--- src/rtl/interrupt_source_controller_pkg.sv ---
// interrupt_source_controller_pkg: register offsets, claim format and read FSM states
package interrupt_source_controller_pkg;
  localparam logic [7:0] ISC_REG_ENABLE   = 8'h00;
  localparam logic [7:0] ISC_REG_MODE     = 8'h04;
  localparam logic [7:0] ISC_REG_PENDING  = 8'h08;
  localparam logic [7:0] ISC_REG_RAW      = 8'h0C;
  localparam logic [7:0] ISC_REG_CLAIM    = 8'h10;
  localparam logic [7:0] ISC_REG_COMPLETE = 8'h14;
  localparam int ISC_CLAIM_VALID_BIT = 31;
  typedef enum logic {
    ISC_RD_IDLE    = 1'b0,
    ISC_RD_RESPOND = 1'b1
  } isc_rd_state_e;
  // Word-address match; the byte-lane bits of the address are don't-care
  function automatic logic isc_hit(input logic [7:0] addr, input logic [7:0] reg_off);
    return (addr & 8'hFC) == reg_off;
  endfunction
endpackage

--- src/rtl/interrupt_priority_encoder.sv ---
// interrupt_priority_encoder: lowest-index set request and its 5-bit id
module interrupt_priority_encoder #(
  parameter int N = 16
) (
  input  logic [N-1:0] i_req,
  output logic         o_valid,
  output logic [4:0]   o_id
);
  assign o_valid = |i_req;
  // Scan from the top so the lowest set index is the one left standing
  always_comb begin
    o_id = '0;
    for (int k = N - 1; k >= 0; k--) if (i_req[k]) o_id = 5'(k);
  end
endmodule

--- src/rtl/interrupt_source_controller.sv ---
// interrupt_source_controller: synchronised edge/level sources with claim/complete servicing
module interrupt_source_controller
  import interrupt_source_controller_pkg::*;
#(
  parameter int SOURCE_COUNT = 16,
  parameter int SYNC_STAGES  = 2
) (
  input  logic                    clk,
  input  logic                    rst,
  input  logic                    peripheralEnable,
  input  logic                    peripheralBus_we,
  input  logic                    peripheralBus_oe,
  input  logic [7:0]              peripheralBus_address,
  input  logic [31:0]             peripheralBus_dataWrite,
  output logic [31:0]             peripheralBus_dataRead,
  output logic                    peripheralBus_busy,
  input  logic [SOURCE_COUNT-1:0] irqSources,
  output logic [15:0]             userInterrupts
);
  localparam int N = SOURCE_COUNT;
  logic [SYNC_STAGES-1:0][N-1:0] r_sync;
  logic [N-1:0] r_prev, r_en, r_mode, r_pend, r_insvc;
  logic [15:0] r_irq;
  logic [31:0] r_rdata;
  isc_rd_state_e r_state, w_state_next;
  logic [N-1:0] w_synced, w_edge, w_cand, w_claim_oh, w_done_oh, w_clr, w_pend_next, w_wdata;
  logic w_wr, w_rd, w_valid, w_claim, w_unused;
  logic [4:0] w_id, w_cid;
  logic [31:0] w_rdata_next;

  assign w_synced    = r_sync[SYNC_STAGES-1];
  assign w_edge      = w_synced & ~r_prev;
  assign w_wdata     = peripheralBus_dataWrite[N-1:0];
  assign w_cid       = peripheralBus_dataWrite[4:0];
  assign w_unused    = ^peripheralBus_dataWrite;
  assign w_wr        = peripheralEnable & peripheralBus_we;
  assign w_rd        = rst & peripheralEnable & peripheralBus_oe & ~peripheralBus_we;
  assign w_cand      = r_pend & r_en & ~r_insvc;
  assign w_claim     = w_rd & isc_hit(peripheralBus_address, ISC_REG_CLAIM) & w_valid;
  assign w_claim_oh  = w_claim ? N'(1) << w_id : '0;
  assign w_done_oh   = (w_wr & isc_hit(peripheralBus_address, ISC_REG_COMPLETE) & (32'(w_cid) < N)) ? N'(1) << w_cid : '0;
  assign w_clr       = w_claim_oh | ((w_wr & isc_hit(peripheralBus_address, ISC_REG_PENDING)) ? w_wdata : '0);
  assign w_pend_next = (r_mode & ((r_pend & ~w_clr) | w_edge)) | (~r_mode & w_synced);
  assign w_rdata_next =
    isc_hit(peripheralBus_address, ISC_REG_ENABLE)  ? 32'(r_en) :
    isc_hit(peripheralBus_address, ISC_REG_MODE)    ? 32'(r_mode) :
    isc_hit(peripheralBus_address, ISC_REG_PENDING) ? 32'(r_pend) :
    isc_hit(peripheralBus_address, ISC_REG_RAW)     ? 32'(w_synced) :
    (isc_hit(peripheralBus_address, ISC_REG_CLAIM) & w_valid) ? ((32'(1) << ISC_CLAIM_VALID_BIT) | 32'(w_id)) : '0;
  assign peripheralBus_dataRead = r_rdata;
  assign userInterrupts         = r_irq;

  interrupt_priority_encoder #(.N(N)) u_enc (
    .i_req  (w_cand),
    .o_valid(w_valid),
    .o_id   (w_id)
  );

  // Synchroniser chain and previous-sample flop for edge detection
  always_ff @(posedge clk or negedge rst)
    if (!rst) begin
      r_sync <= '0;
      r_prev <= '0;
    end else begin
      r_sync[0] <= irqSources;
      for (int k = 1; k < SYNC_STAGES; k++) r_sync[k] <= r_sync[k-1];
      r_prev <= w_synced;
    end

  // Enable, mode, pending and in-service state; edge set beats any same-cycle clear
  always_ff @(posedge clk or negedge rst)
    if (!rst) begin
      r_en    <= '0;
      r_mode  <= '0;
      r_pend  <= '0;
      r_insvc <= '0;
    end else begin
      if (w_wr & isc_hit(peripheralBus_address, ISC_REG_ENABLE)) r_en <= w_wdata;
      if (w_wr & isc_hit(peripheralBus_address, ISC_REG_MODE)) r_mode <= w_wdata;
      r_pend  <= w_pend_next;
      r_insvc <= (r_insvc | w_claim_oh) & ~w_done_oh;
    end

  // Read FSM: busy during the request cycle, data valid in the following cycle
  always_comb begin
    w_state_next       = ISC_RD_IDLE;
    peripheralBus_busy = 1'b0;
    case (r_state)
      ISC_RD_IDLE: begin
        peripheralBus_busy = w_rd;
        w_state_next       = w_rd ? ISC_RD_RESPOND : ISC_RD_IDLE;
      end
      default: begin
        peripheralBus_busy = w_rd;
        w_state_next       = w_rd ? ISC_RD_RESPOND : ISC_RD_IDLE;
      end
    endcase
  end

  // Read state register and held read data
  always_ff @(posedge clk or negedge rst)
    if (!rst) begin
      r_state <= ISC_RD_IDLE;
      r_rdata <= '0;
    end else begin
      r_state <= w_state_next;
      if (w_rd) r_rdata <= w_rdata_next;
    end

  // Registered requests to the core
  always_ff @(posedge clk or negedge rst)
    if (!rst) r_irq <= '0;
    else r_irq <= 16'(w_cand);
endmodule

--- config.mk ---
export PLATFORM = sky130hd
export DESIGN_NAME = interrupt_source_controller
export DESIGN_NICKNAME = d
export VERILOG_FILES = /design/src/rtl/interrupt_source_controller_pkg.sv /design/src/rtl/interrupt_priority_encoder.sv /design/src/rtl/interrupt_source_controller.sv
export SDC_FILE = /design/constraint.sdc
export NUM_CORES = 1
export LEC_CHECK = 0
export CAP_MARGIN = 5
export CORE_MARGIN = 1
export CORE_UTILIZATION = 57
export DETAILED_ROUTE_END_ITERATION = 10
export PLACE_DENSITY = 0.92
export SLEW_MARGIN = 10
export SYNTH_ARGS = -nofsm -noshare
export SYNTH_HDL_FRONTEND = slang
export SYNTH_SLANG_ARGS = --single-unit
--- constraint.sdc ---
create_clock -name clk -period 3.1 [get_ports clk]
set_clock_uncertainty 0.15 [all_clocks]
set_input_delay 0.62 -clock clk [delete_from_list [all_inputs] [get_ports clk]]
set_output_delay 0.62 -clock clk [all_outputs]
set_load 0.02 [all_outputs]
# Word-level counts from Yosys, hierarchy flattened
# Cells that the tools add are included.
dict set report op_classes {
  addsub 0
  mul 0
  div_mod_pow 0
  order_cmp 1
  n_eq_ne 5
  shifts 2
  mux 24
  bitwise_logic 29
  reduce_logical 2
}
# cell n
set ops {}
lappend ops {{2-to-1 mux 32 bit} 5}
lappend ops {{AND 16 bit} 7}
lappend ops {{inverter 16 bit} 5}
lappend ops {{2-to-1 mux 4 bit} 16}
lappend ops {{bitwise OR 16 bit} 4}
lappend ops {{2-to-1 mux 16 bit} 3}
lappend ops {{<< shifter 1 x 5 -> 16 bit, first input constant} 2}
lappend ops {{OR reduction 16 bit} 1}
lappend ops {{AND 1 bit} 12}
lappend ops {{== test 6 x 2 -> 1 bit, second input constant} 2}
lappend ops {{== test 6 x 3 -> 1 bit, second input constant} 2}
lappend ops {{logical NOT 8 bit} 1}
lappend ops {{== test 6 x 1 -> 1 bit, second input constant} 1}
lappend ops {{< comparator 5 bit, second input constant} 1}
lappend ops {{inverter 1 bit} 1}
dict set report totals {
  register_bits 160
  latchBits 0
  mem_bits_rw 0
  romBits 0
  inputBits 61
  out_inout_bits 49
  elab_cells 72
  n_memories 0
}

# Longest topological paths before layout
dict set report logic_depth {
  depth_word 26
  mapped_depth 9
  mapped_depth_nobuf 7
}

# By module
# A second synthesis with hierarchy kept.
dict set report unflattened {
  cells_unflattened 497
  hier_area_um2 6019.5
}
# mod instances cells_each area_each_um2 seq_area_each_um2
set by_module_without_submodules {}
lappend by_module_without_submodules {interrupt_source_controller 1 461 5831.8 3628.5}
lappend by_module_without_submodules {interrupt_priority_encoder 1 36 187.7 0.0}

# Worst setup path after synthesis
# Ideal clock, no wire load.
dict set report synth_timing {
  kind {input -> output}
  start {input port peripheralBus_we}
  end {output port peripheralBus_busy}
  arrival_ns 1.651
  required_time_ns 2.330
  setup_slack_ns 0.679
  cell_stages 3
  n_path_buf 1
  path_cell_list {nand4b_1 -> clkinv_1 -> clkbuf_1}
}
dict set report synth_between {
  elab_chain_cells 2
}
# item line
set synth_lines {}
lappend synth_lines {{start, declared} interrupt_source_controller.sv:11} ;# input logic peripheralBus_we,
lappend synth_lines {{inverter 1 bit} interrupt_source_controller.sv:37} ;# assign w_rd = rst & peripheralEnable & peripheralBus_oe & ~peripheralBus_we;
lappend synth_lines {{AND 1 bit} interrupt_source_controller.sv:37}
lappend synth_lines {{end, declared} interrupt_source_controller.sv:16} ;# output logic peripheralBus_busy,
# No other way between the ends.

# Final worst setup path
# Ends and elaborated chain as after synthesis.

==> impl_metrics.json <==
{
  "status": "completed",
  "grt_overflow": 0,
  "worst_ep_arrival_time_ns": 2.17,
  "seq_area_frac_synth_pct": 58.7,
  "r2r-start": "r_insvc[15]",
  "ir_worst_vdd_uv": 528,
  "syn_area_um2": 6180,
  "drive_gt1_share_pct": 16.8,
  "post-route-min-period_ns": 2.94,
  "port_buffers": 76,
  "dp_hpwl_um": 11500,
  "fin_crit_sh_pct": 94.9,
  "coreArea_um2": 10400,
  "drtIter0Drc": 311,
  "async_flop_share_pct": 100,
  "place_area_um2": 7190,
  "max_cap_violations": 0,
  "vias_per_cell": 6.15,
  "startpoint_type": "input pin",
  "min_path_type": "in -> async",
  "diodes": 0,
  "ys_warn_count": 0,
  "num_rows": 37,
  "critPathMaxStageDelay_ns": 0.59,
  "via_count": 4799,
  "max_slew_margin_pct": 40.9,
  "gp_congestion": 0.920,
  "h-tree-depth": 4,
  "crit_fanout": 8,
  "clk_pin_slew_ns": 0.07,
  "crit_type": "in -> out",
  "grt_pass1_wl_um": 26500,
  "worstSkewPairLatency_ns": 0.54,
  "die_area_um2": 11300,
  "r2r_cells": 7,
  "syn_area_per_cell_um2": 11.7,
  "maxSlewViolCount": 0,
  "r2r_slack_ns": 0.42,
  "cts_tree": "yes",
  "cts_num_sinks": 145,
  "antenna_found_initial": 0,
  "synth_ff_type": "dfrtp_1",
  "yosysTopAreaCell": "dfrtp_1",
  "cp_common_cell": "clkdlybuf4s50_1",
  "pin_count": 110,
  "synth_cell_types": 57,
  "synth_edf_count": 0,
  "instances_no_fill": 780,
  "totalWireLength_um": 16500,
  "root_buffer": "clkbuf_8",
  "numCtsBuffers": 17,
  "grt_max_degree": 146,
  "track_usage_pct": 32.2,
  "fin_total_pwr_mw": 4.73,
  "p_leak_nw": 3.53,
  "slowest_stage": "clkdlybuf4s50_1",
  "cts_hold_buf": 0,
  "finalHoldViolations": 0,
  "max_clock_freq_mhz": 340,
  "design_area_um2": 7770,
  "finalSetupViolations": 0,
  "path_cells": "clkdlybuf4s50_1 -> nand4b_1 -> buf_4 -> clkinv_1 -> clkdlybuf4s50_1",
  "clockBufferDepth": 2,
  "rsz0062_at_grt": "no",
  "fillers": 714,
  "fp.dieW_um": 106,
  "post-route-drc-count": 0,
  "start_util_pct": 59.3,
  "yosys-top-cells-area": "dfrtp_1 (59%), mux2_2 (6.0%), nand2_1 (3.2%)",
  "wl_per_cell_um": 21.1,
  "nets": 692,
  "synth.top_cell.area_share_pct": 58.7,
  "cp-end-kind": "output pin",
  "cts_setup_buffers": 0,
  "detail-route-antenna-nets": 0,
  "r2r_end": "r_pend[10]",
  "grt_pass1_vias": 5033,
  "fin_setup_tns_ns": 0,
  "required_ns": 2.33,
  "tightestPinTransition_ns": 0.878,
  "netlist_instances": 529,
  "pwr_density_cell_nw_per_um2": 609,
  "synth-seq-cells": 145,
  "post_cts_resized": 0,
  "dpl.cell_count": 748,
  "areaGrowthSynthToFinish_pct": 25.7,
  "die_h_um": 106,
  "first_pass_iters": 5
}
-- metal layers --
| layer | up-vias | part of all wire, % | track usage, % | wire length [um] |
|---|---|---|---|---|
| li1 | 2101 | - | - | - |
| met2 | 246 | 50 | 52.2 | 8190 |
| met5 | - | 0 | 0 | 0 |
| met4 | 0 | 2.8 | 15.0 | 458 |
| met1 | 2403 | 41 | 39.7 | 6690 |
| met3 | 49 | 6.8 | 9.44 | 1110 |
-- where the power goes --
group / total (mW) / switching [mW] / leakage (nW) / internal [mW]
clock network: 1.99 / 0.818 / 0.286 / 1.18
logic: 0.631 / 0.357 / 1.42 / 0.274
registers: 2.11 / 0.0875 / 1.83 / 2.02
total: 4.73 / 1.26 / 3.53 / 3.47
-- worst max-delay path: cells and delay by family --
kind	cells	cell delay (ns)
buf+inv	4	1.35
simple gates	1	0.20
-- kinds of logic after synthesis --
kind of cell           count (synthesis)  synth area share (%)
multiplexers                          48                  9.45
AND/OR/NAND/NOR                      165                  14.4
buffers and inverters                 51                  4.35
other                                  1                0.0607
AO/OA/AOI/OAI                        119                  13.0
flip-flops                           145                  58.7
-- cell usage after synthesis, types with 7 or more instances --
cell / instances
dfrtp_1: 145
nand2_1: 52
nor2_1: 48
mux2_2: 33
a21oi_1: 24
o21ai_0: 20
buf_4: 16
nand3b_1: 14
inv_1: 13
a221oi_1: 12
a31oi_1: 12
nand3_1: 11
mux2i_1: 10
clkbuf_1: 9
a21boi_0: 8
buf_2: 8
o22ai_1: 7
-- cells in the final DEF, fill, tap and decap left out, drive strengths merged, types with 5 or more instances in the layout --
cell,n
nor2,48
o21ai,20
a21o,5
mux2i,10
nand3b,14
dfrtp,145
nand4,5
clkinv,8
and3b,5
clkbuf,18
mux2,33
clkdlybuf4s50,75
conb,15
a221oi,12
nand2,52
a31oi,12
nor3,5
buf,29
mux4,5
nand3,11
o22ai,7
nor4,6
inv,19
a21oi,24
a211oi,6
a21boi,8
-- metrics by stage --
step                      utilization, %  setup WS (ns)  hold slack (ns)
after floorplan                        -          0.679            0.174
after global placement              69.0          0.121            0.183
after detailed placement            69.0         0.0892            0.186
after CTS                           74.6          0.163           0.0764
after global routing                74.6          0.126           0.0774
final                               74.6          0.158          0.00575
-- worst max path at each step --
stage	start	end	slack, ns
global route	peripheralBus_we	peripheralBus_busy	0.13
detailed placement	peripheralBus_address[5]	r_insvc[6]	0.09
finish	peripheralBus_we	peripheralBus_busy	0.16
floorplan	peripheralBus_we	peripheralBus_busy	0.68
global placement	peripheralBus_address[5]	r_insvc[6]	0.12
CTS	peripheralBus_we	peripheralBus_busy	0.16
-- area by class of cell --
class	instances	area, um^2	area share (%)
clock buffer	18	428	5.51
clock inverter	14	153	1.96
inverter	16	60.1	0.773
multi-input combinational	347	2340	30.1
sequential	145	3630	46.7
tap	136	170	2.19
timing repair buffer	104	997	12.8
-- sequential cells by signal, summed over array words and instances (netlist names) --
signal                  flops
peripheralBus_dataRead     17
r_en                       16
r_mode                     16
r_sync                     16
r_pend                     16
r_prev                     16
w_synced                   16
userInterrupts             16
r_insvc                    16
Power figures use the tool's default switching activity.
